[config.mk]
export PLATFORM = sky130hd
export DESIGN_NAME = multi_pulse_gen
export DESIGN_NICKNAME = d
export VERILOG_FILES = /design/src/rtl/multi_pulse_gen.sv
export SDC_FILE = /design/constraint.sdc
export NUM_CORES = 1
export LEC_CHECK = 0
export CAP_MARGIN = 20
export CORE_MARGIN = 2
export CORE_UTILIZATION = 49
export CTS_BUF_LIST = sky130_fd_sc_hd__clkbuf_4
export CTS_CLUSTER_DIAMETER = 100
export DETAILED_ROUTE_END_ITERATION = 8
export PLACE_DENSITY_LB_ADDON = 0.2
export SLEW_MARGIN = 20
export SYNTH_ARGS = -nofsm -noshare
export SYNTH_HDL_FRONTEND = slang
export SYNTH_SLANG_ARGS = --single-unit
[constraint.sdc]
create_clock -name clk -period 1.6 [get_ports clk]
set_clock_uncertainty 0.1 [all_clocks]
set_input_delay 0.24 -clock clk [delete_from_list [all_inputs] [get_ports clk]]
set_output_delay 0.24 -clock clk [all_outputs]
set_load 0.01 [all_outputs]
[src/rtl/multi_pulse_gen.sv]
// multi_pulse_gen: per-channel synchronise, debounce, edge-select and fixed-width pulse generator
module multi_pulse_gen #(
  parameter int CH          = 4,
  parameter int SYNC_STAGES = 2,
  parameter int DB_CYCLES   = 0,
  parameter int PULSE_W     = 1,
  parameter int RETRIGGER   = 0
) (
  input  logic              clk,
  input  logic              reset,
  input  logic [CH-1:0]     in,
  input  logic              en,
  input  logic [2*CH-1:0]   mode,
  input  logic [CH-1:0]     miss_clr,
  output logic [CH-1:0]     out,
  output logic [CH-1:0]     miss
);
  localparam int PW_W = $clog2(PULSE_W + 1);
  localparam logic [PW_W-1:0] LOAD = PW_W'(PULSE_W - 1);
  localparam bit RT = RETRIGGER != 0;
  typedef enum logic {IDLE, ACTIVE} state_t;
  genvar i;
  for (i = 0; i < CH; i++) begin : g_ch
    logic [SYNC_STAGES-1:0] sh;
    logic stable, stable_d, rise, fall, ev, pulse, miss_q, miss_nx;
    logic [1:0] m;
    state_t state, state_nx;
    logic [PW_W-1:0] cnt, cnt_nx;
    // synchroniser shift chain, last stage is the synchronised level
    always_ff @(posedge clk) sh <= reset ? '0 : {sh[SYNC_STAGES-2:0], in[i]};
    if (DB_CYCLES > 0) begin : g_db
      localparam int DW = $clog2(DB_CYCLES + 1);
      logic [DW-1:0] dcnt;
      logic st;
      // accept a new level only after it persists DB_CYCLES consecutive cycles
      always_ff @(posedge clk)
        if (reset) begin
          st   <= 1'b0;
          dcnt <= '0;
        end else if (sh[SYNC_STAGES-1] == st) dcnt <= '0;
        else if (dcnt == DW'(DB_CYCLES - 1)) begin
          st   <= sh[SYNC_STAGES-1];
          dcnt <= '0;
        end else dcnt <= dcnt + 1'b1;
      assign stable = st;
    end else begin : g_nodb
      assign stable = sh[SYNC_STAGES-1];
    end
    // delayed stable level for edge detection
    always_ff @(posedge clk) stable_d <= reset ? 1'b0 : stable;
    assign m    = mode[2*i +: 2];
    assign rise = stable & ~stable_d;
    assign fall = ~stable & stable_d;
    assign ev   = en & (m == 2'b00 ? rise : m == 2'b01 ? fall : m == 2'b10 ? (rise | fall) : 1'b0);
    // pulse state, width counter and sticky miss registers
    always_ff @(posedge clk)
      if (reset) begin
        state  <= IDLE;
        cnt    <= '0;
        miss_q <= 1'b0;
      end else begin
        state  <= state_nx;
        cnt    <= cnt_nx;
        miss_q <= miss_nx;
      end
    // next state: retrigger reloads the width, otherwise an active-pulse event is a miss
    always_comb begin
      state_nx = state == IDLE ? (ev ? ACTIVE : IDLE) : (cnt == '0 && !(ev && RT)) ? IDLE : ACTIVE;
      cnt_nx   = state == IDLE ? (ev ? LOAD : '0) : (ev && RT) ? LOAD : cnt == '0 ? '0 : cnt - 1'b1;
      miss_nx  = (state == ACTIVE && ev && !RT) | (miss_q & ~miss_clr[i]);
    end
    // output decode
    always_comb pulse = state == ACTIVE;
    assign out[i]  = pulse;
    assign miss[i] = miss_q;
  end
endmodule

==> out/results.txt, run 1 <==
drt first pass iters: 4
CP Data Required Time: 1260 ps
number of routed nets with antenna violations: 0
total grt overflow: 0
dpl ws: 34.2 ps
Fillers: 165
crit path time final: 1540 ps
commonest non-fill, non-tap cell in the layout: clkdlybuf4s50_1
Max Used Layer: met4
DR WL met3: 78 um
nets: 164
DR iter-0 viols: 3
Synth-to-Final Area Change: 29.2%
ANT cells: 0
Fin. Hold Viols: 0
# clock sinks: 24
Storage cell area: 487 um2
MaxCap Viol Count: 0
total number of vias: 764
setup TNS: 0 ps
worst hold path type: reg -> reg
antenna violations before repair: 0
insertion delay to the later sink of the worst-skew pair: 310 ps
hold_buf cts: 0
Mapped Avg Cell Area: 9.43 um2
routed len/inst: 10.4 um
multi-input logic area: 454 um2
crit path max fanout: 2
synthesized area: 0.00104 mm2
Ys Warns: 0
Fmax: 0.649 GHz
sequence of cells on the critical path: clkdlybuf4s50_1
worst path bufs/invs: 1
layout cell share with drive strength beyond 1: 11.0%
RePlAce Congestion: 0.781
first-pass GRT wire length: 2.88 mm
run status: complete, no violations
Ports: 27
final setup margin: 60.1 ps
Die Wd: 50.0 um
Worst path slowest cell: clkdlybuf4s50_1
met2 WL post-DR: 789 um
drt drc: 0
Setup Fix Bufs, Post-CTS: 0
setup violators final: 0
CP Capture Type: output port
drt total wl: 1.70 mm
Util after Layout: 67.6%
Core Region: 0.00198 mm2
GRT Overall Usage: 15.2%
final cycle utilization of the critical path: 96.2%
WL met1: 795 um
most frequent cells in the layout: clkdlybuf4s50_1, dfxtp_1, nand2_1
Mapped Cells: 110
delay-heaviest family, CP: buffers and inverters
Yosys reg bits: 24
TritonCTS clock tree: yes
Post-DP HPWL: 1.30 mm
via/cell ratio: 4.69
CTS clk-pin slew, worst paths: 120 ps
CP arrival: 1200 ps
die height: 50.0 um
count of buffers from port buffering: 26
clock buffer depth: 2
largest net degree at the start of global routing: 14
Lkg Pwr: 0.000654 uW
row count: 16
register area share after synthesis: 46.3%
reg2reg path depth: 5
RSZ-0062 raised after global routing: no
synth unique cells: 26
Post-Layout Cell Count: 163
power per cell area: 764 mW/mm2
Num CTS Buffers: 3
Crit path depth: 1
final max-slew violation count: 0
post-CTS resize count: 4
CP max stage delay: 530 ps
htree depth: 1
critical path class: reg -> out
Hold Path Depth: 2
Inst Count DP: 159
initial core utilization: 52.3%
crit start category: flop
Peak VDD IR: 637 uV
vias in the first global route: 702
Die Area: 0.00250 mm2
CTS Root Cell: clkbuf_4
power breakdown:
group | internal [uW] | switching, uW | total (uW)
registers | 621 | 10.3 | 631
clock network | 91.4 | 173 | 264
logic | 78.7 | 50.3 | 129
cell type report:
class | count | share of cell area (%)
flip-flops and latches | 24 | 36.3
multi-input cells | 68 | 33.9
repair buffers | 29 | 22.2
inverters | 11 | 3.08
well taps | 27 | 2.52
clock buffers | 3 | 1.68
clock inverters | 1 | 0.280
path summary, 6_finish.rpt:
| path | startpoint | end | slack, ps |
|---|---|---|---|
| worst max-delay path | g_ch[0].miss_q | miss[0] | 60 |
| worst min-delay path | g_ch[1].cnt | g_ch[1].pulse | 340 |
| worst max register to register | g_ch[3].sh[1] | g_ch[3].miss_q | 190 |
| worst min register to register | g_ch[1].cnt | g_ch[1].pulse | 340 |
cells in the mapped netlist (all sizes together):
cell     count  area (um2)
a211o        1        8.76
o32ai        1        8.76
dfxtp       24         480
nand4        1        6.26
nor3         1        5.00
ha           8         100
a21oi        2        10.0
nor3b        4        35.0
nor2b        8        50.1
o21ai        3        15.0
buf         10        72.6
and3b        1        8.76
nand2       13        48.8
a2bb2oi      1        8.76
and2         1        6.26
or2          1        6.26
a31oi        1        6.26
conb         1        3.75
mux2         2        30.0
o2111ai      4        35.0
and2b        1        7.51
nor2         9        33.8
inv         11        41.3
a31o         1        8.76
stage by stage:
stage / hold WS (ps) / total power, uW / cell area [um2]
after floorplan: 268 / 705 / 1050
after global placement: 319 / 770 / 1290
after detailed placement: 330 / 775 / 1290
after CTS: 345 / 1040 / 1320
after global routing: 346 / 1090 / 1340
final: 338 / 1020 / 1340
flip-flops by register name, summed over array words and instances, names as in the netlist:
register       flops
g_ch.cnt           4
g_ch.miss_q        4
g_ch.sh            8
g_ch.pulse         4
g_ch.stable_d      4
routing by layer:
layer  vias up  GRT usage, %
met5         -             0
met4         0          8.33
met3         4          3.03
met2        21          24.8
met1       339          18.5
li1        400             -
worst reg2reg max path, cell delays in order, from the launching register on:
cell     delay [ps]
dfxtp_1         350
inv_1            60
ha_1            290
and2_1          170
o32ai_1         230
a31o_1          170
cell families (layout without fill, tap and decap cells):
group / after synthesis / after routing / share of synthesized area (%)
adders and majority gates: 8 / 8 / 9.65
other: 1 / 4 / 0.362
buffers and inverters: 21 / 44 / 11.0
DFF: 24 / 24 / 46.3
and+or+nand+nor: 40 / 40 / 20.0
muxes: 2 / 2 / 2.90
AOI/OAI and AO/OA: 14 / 14 / 9.77
(Power assumes the default switching activity.)
==> run 2: changes to the inputs <==
--- a/config.mk
+++ b/config.mk
@@ -6,7 +6,7 @@
 export NUM_CORES = 1
 export LEC_CHECK = 0
 export CAP_MARGIN = 20
-export CORE_MARGIN = 2
+export CORE_MARGIN = 3
 export CORE_UTILIZATION = 49
 export CTS_BUF_LIST = sky130_fd_sc_hd__clkbuf_4
 export CTS_CLUSTER_DIAMETER = 100
==> constraint.sdc (replaced) <==
create_clock -name clk -period 1.6 [get_ports clk]
set_clock_uncertainty 0.1 [all_clocks]
set_input_delay 0.24 -clock clk [delete_from_list [all_inputs] [get_ports clk]]
set_output_delay 0.24 -clock clk [all_outputs]
set_load 0.02 [all_outputs]
==> run 2 against run 1 <==
  * Utilization shrank 1.0 points
  * Register-to-register slack hardly changed
  * Cell count unchanged
  * Critical endpoint is now out[3]
  * Maximum frequency is 8.0% higher
  * Clock power decreased by 2%
  * Die area rose by 8.2%
  * Count of clock-buffer cells in the layout is the same
  * Sequential share of layout area is 0.077 points higher
  * Critical path depth unchanged
  * Global-route usage is 0.56 points lower
  * Via count rose by 3.3%
==> out/results.txt, run 2 (synthesis results as in run 1) <==
run status: complete, no violations
vias in the first global route: 737
row count: 16
setup TNS: 0 ps
Storage cell area: 480 um2
drt drc: 0
CTS Root Cell: clkbuf_4
CP max stage delay: 420 ps
drt first pass iters: 4
total grt overflow: 0
Num CTS Buffers: 3
CP arrival: 1090 ps
CTS clk-pin slew, worst paths: 130 ps
Fin. Hold Viols: 0
Util after Layout: 66.6%
crit path time final: 1430 ps
Lkg Pwr: 0.000623 uW
Peak VDD IR: 603 uV
most frequent cells in the layout: dfxtp_1, clkdlybuf4s50_1, nand2_1
Worst path slowest cell: dfxtp_1
largest net degree at the start of global routing: 14
TritonCTS clock tree: yes
htree depth: 1
Ports: 27
WL met1: 756 um
Post-DP HPWL: 1.44 mm
DR WL met3: 108 um
dpl ws: -2.69 ps
Most flops, register: g_ch.sh
total number of vias: 789
first-pass GRT wire length: 2.93 mm
CP Capture Type: output port
layout cell share with drive strength beyond 1: 7.35%
critical path class: reg -> out
met2 WL post-DR: 951 um
DR iter-0 viols: 12
clock buffer depth: 2
GRT Overall Usage: 14.6%
drt total wl: 1.83 mm
max FFs per register: 8
final max-slew violation count: 0
crit start category: flop
delay-heaviest family, CP: flip-flops
multi-input logic area: 454 um2
Inst Count DP: 159
ANT cells: 0
Die Area: 0.00271 mm2
antenna violations before repair: 0
Core Region: 0.00198 mm2
Synth-to-Final Area Change: 27.3%
count of buffers from port buffering: 26
insertion delay to the later sink of the worst-skew pair: 300 ps
final setup margin: 174 ps
die height: 52.0 um
Fmax: 0.701 GHz
commonest non-fill, non-tap cell in the layout: dfxtp_1
power per cell area: 774 mW/mm2
nets: 164
Post-Layout Cell Count: 163
Fillers: 167
number of routed nets with antenna violations: 0
CP Data Required Time: 1260 ps
worst hold path type: reg -> reg
Max Used Layer: met4
hold_buf cts: 0
# clock sinks: 24
routed len/inst: 11.2 um
RePlAce Congestion: 0.792
MaxCap Viol Count: 0
final cycle utilization of the critical path: 89.1%
Die Wd: 52.0 um
RSZ-0062 raised after global routing: no
sequence of cells on the critical path: dlygate4sd2_1
crit path max fanout: 4
via/cell ratio: 4.84
worst path bufs/invs: 1
setup violators final: 0
initial core utilization: 52.3%
[run 2: cell types whose count changed in the layout (fill, tap and decap cells not counted), sizes merged]
cell and change:
dlygate4sd2 +5, clkdlybuf4s50 -2, dlymetal6s2s -3
[run 2: metrics by stage]
stage	area, um2	total power (uW)	hold WS [ps]
finish	1320	1020	349
detailed placement	1290	779	336
CTS	1310	1030	352
global route	1320	1070	369
global placement	1290	774	319
floorplan	1050	709	268
[run 2: path summary, 6_finish.rpt]
| path | cells past startpoint | slack (ps) | to | from |
|---|---|---|---|---|
| min reg2reg | 2 | 350 | g_ch[1].pulse | g_ch[1].cnt |
| max | 1 | 170 | out[3] | g_ch[3].pulse |
| max reg2reg | 5 | 200 | g_ch[2].pulse | g_ch[2].sh[1] |
| min | 2 | 350 | g_ch[1].pulse | g_ch[1].cnt |
[run 2: layer usage]
| metal | track usage [%] | vias up |
|---|---|---|
| li1 | - | 402 |
| met1 | 16.2 | 364 |
| met2 | 27.4 | 21 |
| met3 | 2.58 | 2 |
| met4 | 5.24 | 0 |
| met5 | 0 | - |
[run 2: cell type report]
type | instances | area share, %
Sequential cell | 24 | 36.4
Multi-Input combinational cell | 68 | 34.4
Timing Repair Buffer | 29 | 21.5
Inverter | 11 | 3.13
Tap cell | 27 | 2.56
Clock buffer | 3 | 1.71
Clock inverter | 1 | 0.284
[run 2: where the power goes]
| part | internal [uW] | switching [uW] |
|---|---|---|
| Combinational | 76.4 | 54.6 |
| Sequential | 620 | 10.5 |
| Clock | 91.0 | 169 |
[run 2: what timing repair did]
| item | 4_1_cts | 5_1_grt |
|---|---|---|
| hold endpoints to repair | 0 | 0 |
| buffers inserted | 0 | 0 |
| pin swaps | 0 | 0 |
| gates resized for setup | 5 | 3 |
| endpoints found under the setup margin | 5 | 3 |
